[src/rtl/mips_alu_unit.sv]
// MIPS ALU control and execute unit: registered single-cycle ops, iterative
// MULT/MULTU into HI/LO, valid/ready handshakes on both sides.
module mips_alu_unit #(
  parameter int unsigned WIDTH = 32,
  parameter int unsigned SHW   = $clog2(WIDTH)
) (
  input  logic             clk,
  input  logic             reset,
  input  logic             in_valid,
  output logic             in_ready,
  input  logic [1:0]       ALUOp,
  input  logic [5:0]       Funct,
  input  logic [SHW-1:0]   shamt,
  input  logic [WIDTH-1:0] a,
  input  logic [WIDTH-1:0] b,
  output logic             out_valid,
  input  logic             out_ready,
  output logic [WIDTH-1:0] result,
  output logic             zero,
  output logic             illegal,
  output logic [WIDTH-1:0] hi,
  output logic [WIDTH-1:0] lo
);

  localparam int unsigned PW = 2 * WIDTH;

  localparam logic [5:0] F_ADD   = 6'b100000;
  localparam logic [5:0] F_SUB   = 6'b100010;
  localparam logic [5:0] F_AND   = 6'b100100;
  localparam logic [5:0] F_OR    = 6'b100101;
  localparam logic [5:0] F_XOR   = 6'b100110;
  localparam logic [5:0] F_NOR   = 6'b100111;
  localparam logic [5:0] F_SLT   = 6'b101010;
  localparam logic [5:0] F_SLL   = 6'b000000;
  localparam logic [5:0] F_SRL   = 6'b000010;
  localparam logic [5:0] F_SRA   = 6'b000011;
  localparam logic [5:0] F_MULT  = 6'b011000;
  localparam logic [5:0] F_MULTU = 6'b011001;
  localparam logic [5:0] F_MFHI  = 6'b010000;
  localparam logic [5:0] F_MFLO  = 6'b010010;

  typedef enum logic [1:0] {
    S_IDLE = 2'd0,
    S_MUL  = 2'd1,
    S_DONE = 2'd2
  } state_t;

  state_t           r_state, w_state_nxt;
  logic [PW-1:0]    r_acc, w_acc_nxt;
  logic [WIDTH-1:0] r_mcand, w_mcand_nxt;
  logic             r_neg, w_neg_nxt;
  logic [SHW-1:0]   r_cnt, w_cnt_nxt;
  logic [WIDTH-1:0] r_result, w_result_nxt;
  logic             r_zero, w_zero_nxt;
  logic             r_illegal, w_illegal_nxt;
  logic [WIDTH-1:0] r_hi, w_hi_nxt;
  logic [WIDTH-1:0] r_lo, w_lo_nxt;

  logic             w_accept;
  logic             w_retire;
  logic [WIDTH-1:0] w_dec_res;
  logic             w_dec_ill;
  logic             w_dec_mul;
  logic             w_dec_signed;
  logic [WIDTH-1:0] w_a_abs;
  logic [WIDTH-1:0] w_b_abs;
  logic             w_dec_neg;
  logic [WIDTH-1:0] w_addend;
  logic [WIDTH:0]   w_add;
  logic [PW-1:0]    w_step;
  logic [PW-1:0]    w_prod;

  assign out_valid = (r_state == S_DONE);
  assign in_ready  = (r_state == S_IDLE) || ((r_state == S_DONE) && out_ready);
  assign w_accept  = in_valid && in_ready;
  assign w_retire  = out_valid && out_ready;

  assign result  = r_result;
  assign zero    = r_zero;
  assign illegal = r_illegal;
  assign hi      = r_hi;
  assign lo      = r_lo;

  // Operation decode; unknown encodings fall to illegal with a zero result
  always_comb begin
    w_dec_res    = '0;
    w_dec_ill    = 1'b0;
    w_dec_mul    = 1'b0;
    w_dec_signed = 1'b0;
    case (ALUOp)
      2'b00: w_dec_res = a + b;
      2'b01: w_dec_res = a - b;
      2'b10: begin
        case (Funct)
          F_ADD:   w_dec_res = a + b;
          F_SUB:   w_dec_res = a - b;
          F_AND:   w_dec_res = a & b;
          F_OR:    w_dec_res = a | b;
          F_XOR:   w_dec_res = a ^ b;
          F_NOR:   w_dec_res = ~(a | b);
          F_SLT:   w_dec_res = ($signed(a) < $signed(b)) ? WIDTH'(1) : '0;
          F_SLL:   w_dec_res = b << shamt;
          F_SRL:   w_dec_res = b >> shamt;
          F_SRA:   w_dec_res = WIDTH'($signed(b) >>> shamt);
          F_MULT: begin
            w_dec_mul    = 1'b1;
            w_dec_signed = 1'b1;
          end
          F_MULTU: w_dec_mul = 1'b1;
          F_MFHI:  w_dec_res = r_hi;
          F_MFLO:  w_dec_res = r_lo;
          default: w_dec_ill = 1'b1;
        endcase
      end
      default: w_dec_ill = 1'b1;
    endcase
  end

  // Signed multiply works on magnitudes; the sign is reapplied at the end
  assign w_a_abs   = (w_dec_signed && a[WIDTH-1]) ? (~a + WIDTH'(1)) : a;
  assign w_b_abs   = (w_dec_signed && b[WIDTH-1]) ? (~b + WIDTH'(1)) : b;
  assign w_dec_neg = w_dec_signed && (a[WIDTH-1] ^ b[WIDTH-1]);

  // One shift-add step: multiplier sits in the low half and shifts out
  assign w_addend = r_acc[0] ? r_mcand : '0;
  assign w_add    = {1'b0, r_acc[PW-1:WIDTH]} + {1'b0, w_addend};
  assign w_step   = {w_add, r_acc[WIDTH-1:1]};
  assign w_prod   = r_neg ? (~w_step + PW'(1)) : w_step;

  always_comb begin
    w_state_nxt   = r_state;
    w_acc_nxt     = r_acc;
    w_mcand_nxt   = r_mcand;
    w_neg_nxt     = r_neg;
    w_cnt_nxt     = r_cnt;
    w_result_nxt  = r_result;
    w_zero_nxt    = r_zero;
    w_illegal_nxt = r_illegal;
    w_hi_nxt      = r_hi;
    w_lo_nxt      = r_lo;
    if (r_state == S_MUL) begin
      w_acc_nxt = w_step;
      w_cnt_nxt = r_cnt + SHW'(1);
      if (r_cnt == SHW'(WIDTH - 1)) begin
        w_state_nxt   = S_DONE;
        w_cnt_nxt     = '0;
        w_hi_nxt      = w_prod[PW-1:WIDTH];
        w_lo_nxt      = w_prod[WIDTH-1:0];
        w_result_nxt  = '0;
        w_zero_nxt    = 1'b1;
        w_illegal_nxt = 1'b0;
      end
    end else if (w_accept) begin
      if (w_dec_mul) begin
        w_state_nxt = S_MUL;
        w_acc_nxt   = {{WIDTH{1'b0}}, w_b_abs};
        w_mcand_nxt = w_a_abs;
        w_neg_nxt   = w_dec_neg;
        w_cnt_nxt   = '0;
      end else begin
        w_state_nxt   = S_DONE;
        w_result_nxt  = w_dec_res;
        w_zero_nxt    = (w_dec_res == '0);
        w_illegal_nxt = w_dec_ill;
      end
    end else if (w_retire) begin
      w_state_nxt = S_IDLE;
    end
  end

  // Reset aborts any multiply in flight and clears HI/LO
  always_ff @(posedge clk or posedge reset) begin
    if (reset) begin
      r_state   <= S_IDLE;
      r_acc     <= '0;
      r_mcand   <= '0;
      r_neg     <= 1'b0;
      r_cnt     <= '0;
      r_result  <= '0;
      r_zero    <= 1'b1;
      r_illegal <= 1'b0;
      r_hi      <= '0;
      r_lo      <= '0;
    end else begin
      r_state   <= w_state_nxt;
      r_acc     <= w_acc_nxt;
      r_mcand   <= w_mcand_nxt;
      r_neg     <= w_neg_nxt;
      r_cnt     <= w_cnt_nxt;
      r_result  <= w_result_nxt;
      r_zero    <= w_zero_nxt;
      r_illegal <= w_illegal_nxt;
      r_hi      <= w_hi_nxt;
      r_lo      <= w_lo_nxt;
    end
  end

endmodule

[config.mk]
export PLATFORM = sky130hd
export DESIGN_NAME = mips_alu_unit
export DESIGN_NICKNAME = d
export VERILOG_FILES = /design/src/rtl/mips_alu_unit.sv
export SDC_FILE = /design/constraint.sdc
export NUM_CORES = 1
export LEC_CHECK = 0
export BUFFER_PORTS_ARGS = -buffer_cell sky130_fd_sc_hd__buf_2
export CORE_AREA = 2 2 279 281
export DETAILED_ROUTE_END_ITERATION = 8
export DIE_AREA = 0 0 281 283
export PLACE_DENSITY = 0.56
export SYNTH_ARGS = -nofsm -noshare
export SYNTH_HDL_FRONTEND = slang
export SYNTH_SLANG_ARGS = --single-unit
[constraint.sdc]
create_clock -name clk -period 7.6 [get_ports clk]
set_input_delay 1.52 -clock clk [delete_from_list [all_inputs] [get_ports clk]]
set_output_delay 1.52 -clock clk [all_outputs]
set_load 0.01 [all_outputs]
==> out/results.ini <==
[die]
die_w_um=281
ios=181
dieArea_um2=79500
die_h_um=283
row_count=102
core_um2=76700
initial_core_util=0.307

[critical_path]
path_cells=buf_2 > clkinv_1 > buf_4 > nor3_1 > nor3_1 > nor3_1 > nor2_1 > a311oi_1 > o22ai_1 > nor4b_1 > and4_1 > nand4_1 > o31ai_1
start_kind=input pin
cp_top_family=simple AND/OR/NAND/NOR gates
path_buf_inv=3
critPathSlowestCell=buf_2
critPathArrivalTime_ns=6.28
required_ns=8.06
path_max_fanout=48
r2r_cells=14
slowest_delay_ns=0.75
crit_cells=13
cp_common_cell=nor3_1
crit_type=input pin to register
r2r-end=hi[31]$_DFFE_PP0P_
cp-end-kind=register
crit_start=shamt[2]
reg2reg_setup_slack_ns=2.46
critPathCapture=zero$_DFFE_PP1P_
r2r-start=r_acc[0]$_DFFE_PP0P_

[placement]
place.detailed.hpwl_um=96900
place.gp.congestion=1.09
preCtsSetupSlack_ns=1.46
place_inst=4025
port_buffers=180

[cells_and_area]
layout-drive-gt1-share=0.147
area_growth_pct=11.0
regArea_um2=5060
multi_input_area_um2=17200
fin_cells=4072
n_fill_cell=8223
final_nets=3236

[sta]
finalSetupTns_ns=0
layout_setup_ws_ns=1.78
skew_ns=0.0122
hold_viol_final=0
worst_pin_slew_ns=1.30
fmax_mhz=172
report.final.slew_viol_count=0
setup_viol=0
rsz0062_at_grt=no
period_share=0.766
slew-limit-headroom=0.127
period_needed_ns=5.82

[clock_network]
cts_max_level=1
cts_hold_buffers=0
cts_buffer_depth=3
post-cts-setup-buffer-count=0
clk_pin_slew_ns=0.06
cts-root-buf=clkbuf_16
cts_tree=built
clock-sinks=202
cts_buffers=25
clk_latency_ns=0.55
cts_resized=0

[logic_synthesis]
async_flop_share=1.00
avgSynthCellArea_um2=7.90
ys_seq_elements=202
ys_types=100
ys_top_cells_by_count=nand2_1 (323), o21ai_0 (280), dfrtp_1 (201)
synth_top_area_share=0.214
synthesis.nets=3206
synth-edff-count=0
seq_area_frac_synth=0.215
yosys.cell_count.top_type=nand2_1
netlist_area_um2=23600
syn-instance-count=2982
ys_warn_count=0
synth_area_leader_cell=dfrtp_1
synth_flop_cell=dfrtp_1
synth_area_leaders=dfrtp_1 (21%), ha_1 (7.4%), o21ai_0 (6.0%)

[detailed_routing]
drt_pass1_iterations=8
drc=0
vias_per_cell=6.30
route.vias.total=25700
routed_wirelength_um=124000
wire_per_inst_um=30.5
ant_nets=0
drt-initial-drc-count=3597

[power_and_ir_drop]
ir_drop_uv=201
p_per_area_nw_per_um2=244
p_leak_nw=11.4

[worst_hold_path]
hold_class=register to register

[status]
run_status=completed

[grt]
overflow=0
globalRouteTotalUtil=0.301
grt_pass1_vias=23500
grt_max_degree=140
grt_pass1_wl_um=175000
antenna_found_initial=15

[run]
maxCapViolCount=0

worst min-delay path, cell delays in order (launching register included):
cell     delay, ns
dfrtp_1       0.34
nand2_1       0.05
nand2_1       0.05
routing by layer:
metal	track usage	up-vias	part of all wire
met2	0.434	1592	0.41
met4	0.142	24	0.058
met5	0	-	0.0012
li1	-	11200	-
met3	0.0750	319	0.11
met1	0.417	12500	0.42
power breakdown:
group	total, mW	switching (mW)	internal (mW)
Sequential	1.58	0.305	1.28
Clock	1.17	0.488	0.682
Combinational	3.63	2.20	1.43
stage by stage:
| stage | hold WS [ns] | util | power (mW) | instance area, um2 |
|---|---|---|---|---|
| final | 0.472 | 0.341 | 6.39 | 26100 |
| after floorplan | 0.430 | - | 3.99 | 23600 |
| after global placement | 0.458 | 0.330 | 5.17 | 25300 |
| after global routing | 0.496 | 0.341 | 6.79 | 26100 |
| after CTS | 0.478 | 0.341 | 6.36 | 26100 |
| after detailed placement | 0.463 | 0.330 | 5.17 | 25300 |
worst min-delay path by stage:
stage,startpoint,slack [ns],endpoint,cells past startpoint
4_1_cts,r_mcand[15]$_DFFE_PP0P_,0.48,r_mcand[15]$_DFFE_PP0P_,2
3_3_place_gp,r_mcand[29]$_DFFE_PP0P_,0.46,r_mcand[29]$_DFFE_PP0P_,2
5_1_grt,r_mcand[15]$_DFFE_PP0P_,0.50,r_mcand[15]$_DFFE_PP0P_,2
6_report,r_mcand[31]$_DFFE_PP0P_,0.47,r_mcand[31]$_DFFE_PP0P_,2
3_5_place_dp,r_mcand[15]$_DFFE_PP0P_,0.46,r_mcand[15]$_DFFE_PP0P_,2
2_1_floorplan,r_mcand[31]$_DFFE_PP0P_,0.43,r_mcand[31]$_DFFE_PP0P_,2
sequential cells by signal, indices dropped and copies added (netlist names):
register / cells
hi: 32
illegal: 1
lo: 32
r_acc: 64
r_cnt: 5
r_mcand: 32
r_neg: 1
r_state: 2
result: 32
zero: 1
layout by cell type (no fill, tap or decap), types with 22 or more instances in the layout:
cell type,netlist,routed
a211oi_1,40,40
a21o_1,31,31
a21oi_1,144,144
a22oi_1,66,66
a31oi_1,30,30
and2_1,46,46
and3_1,32,32
buf_2,33,179
buf_4,2,56
clkbuf_16,0,25
dfrtp_1,201,200
ha_1,140,140
inv_1,106,105
mux2_2,39,39
mux2i_1,71,71
mux4_2,58,58
nand2_1,323,322
nand2b_1,31,30
nand3_1,130,128
nand4_1,27,27
nor2_1,165,163
nor2b_1,26,25
nor3_1,70,66
nor4_1,23,22
o211ai_1,35,35
o21ai_0,280,278
o21ai_1,37,39
o31ai_1,46,46
or3_1,23,23
xnor2_1,116,116
xor2_1,54,54
cell type report:
cell class,count,share of cell area
antenna,5,0.000479
clock buffer,34,0.0271
clock inverter,8,0.00278
inverter,111,0.0162
multi-input combinational,2436,0.659
sequential,202,0.193
tap,1040,0.0498
timing repair buffer,236,0.0511
cells by family after synthesis:
logic type / count (synthesis) / share of synthesized area
and+or+nand+nor: 978 / 0.208
AOI/OAI and AO/OA: 974 / 0.275
buffers and inverters: 344 / 0.0572
DFF: 202 / 0.215
muxes: 171 / 0.106
xor gates and xnor gates: 170 / 0.0632
adders and majority gates: 143 / 0.0769
Power figures use the tool's default switching activity.
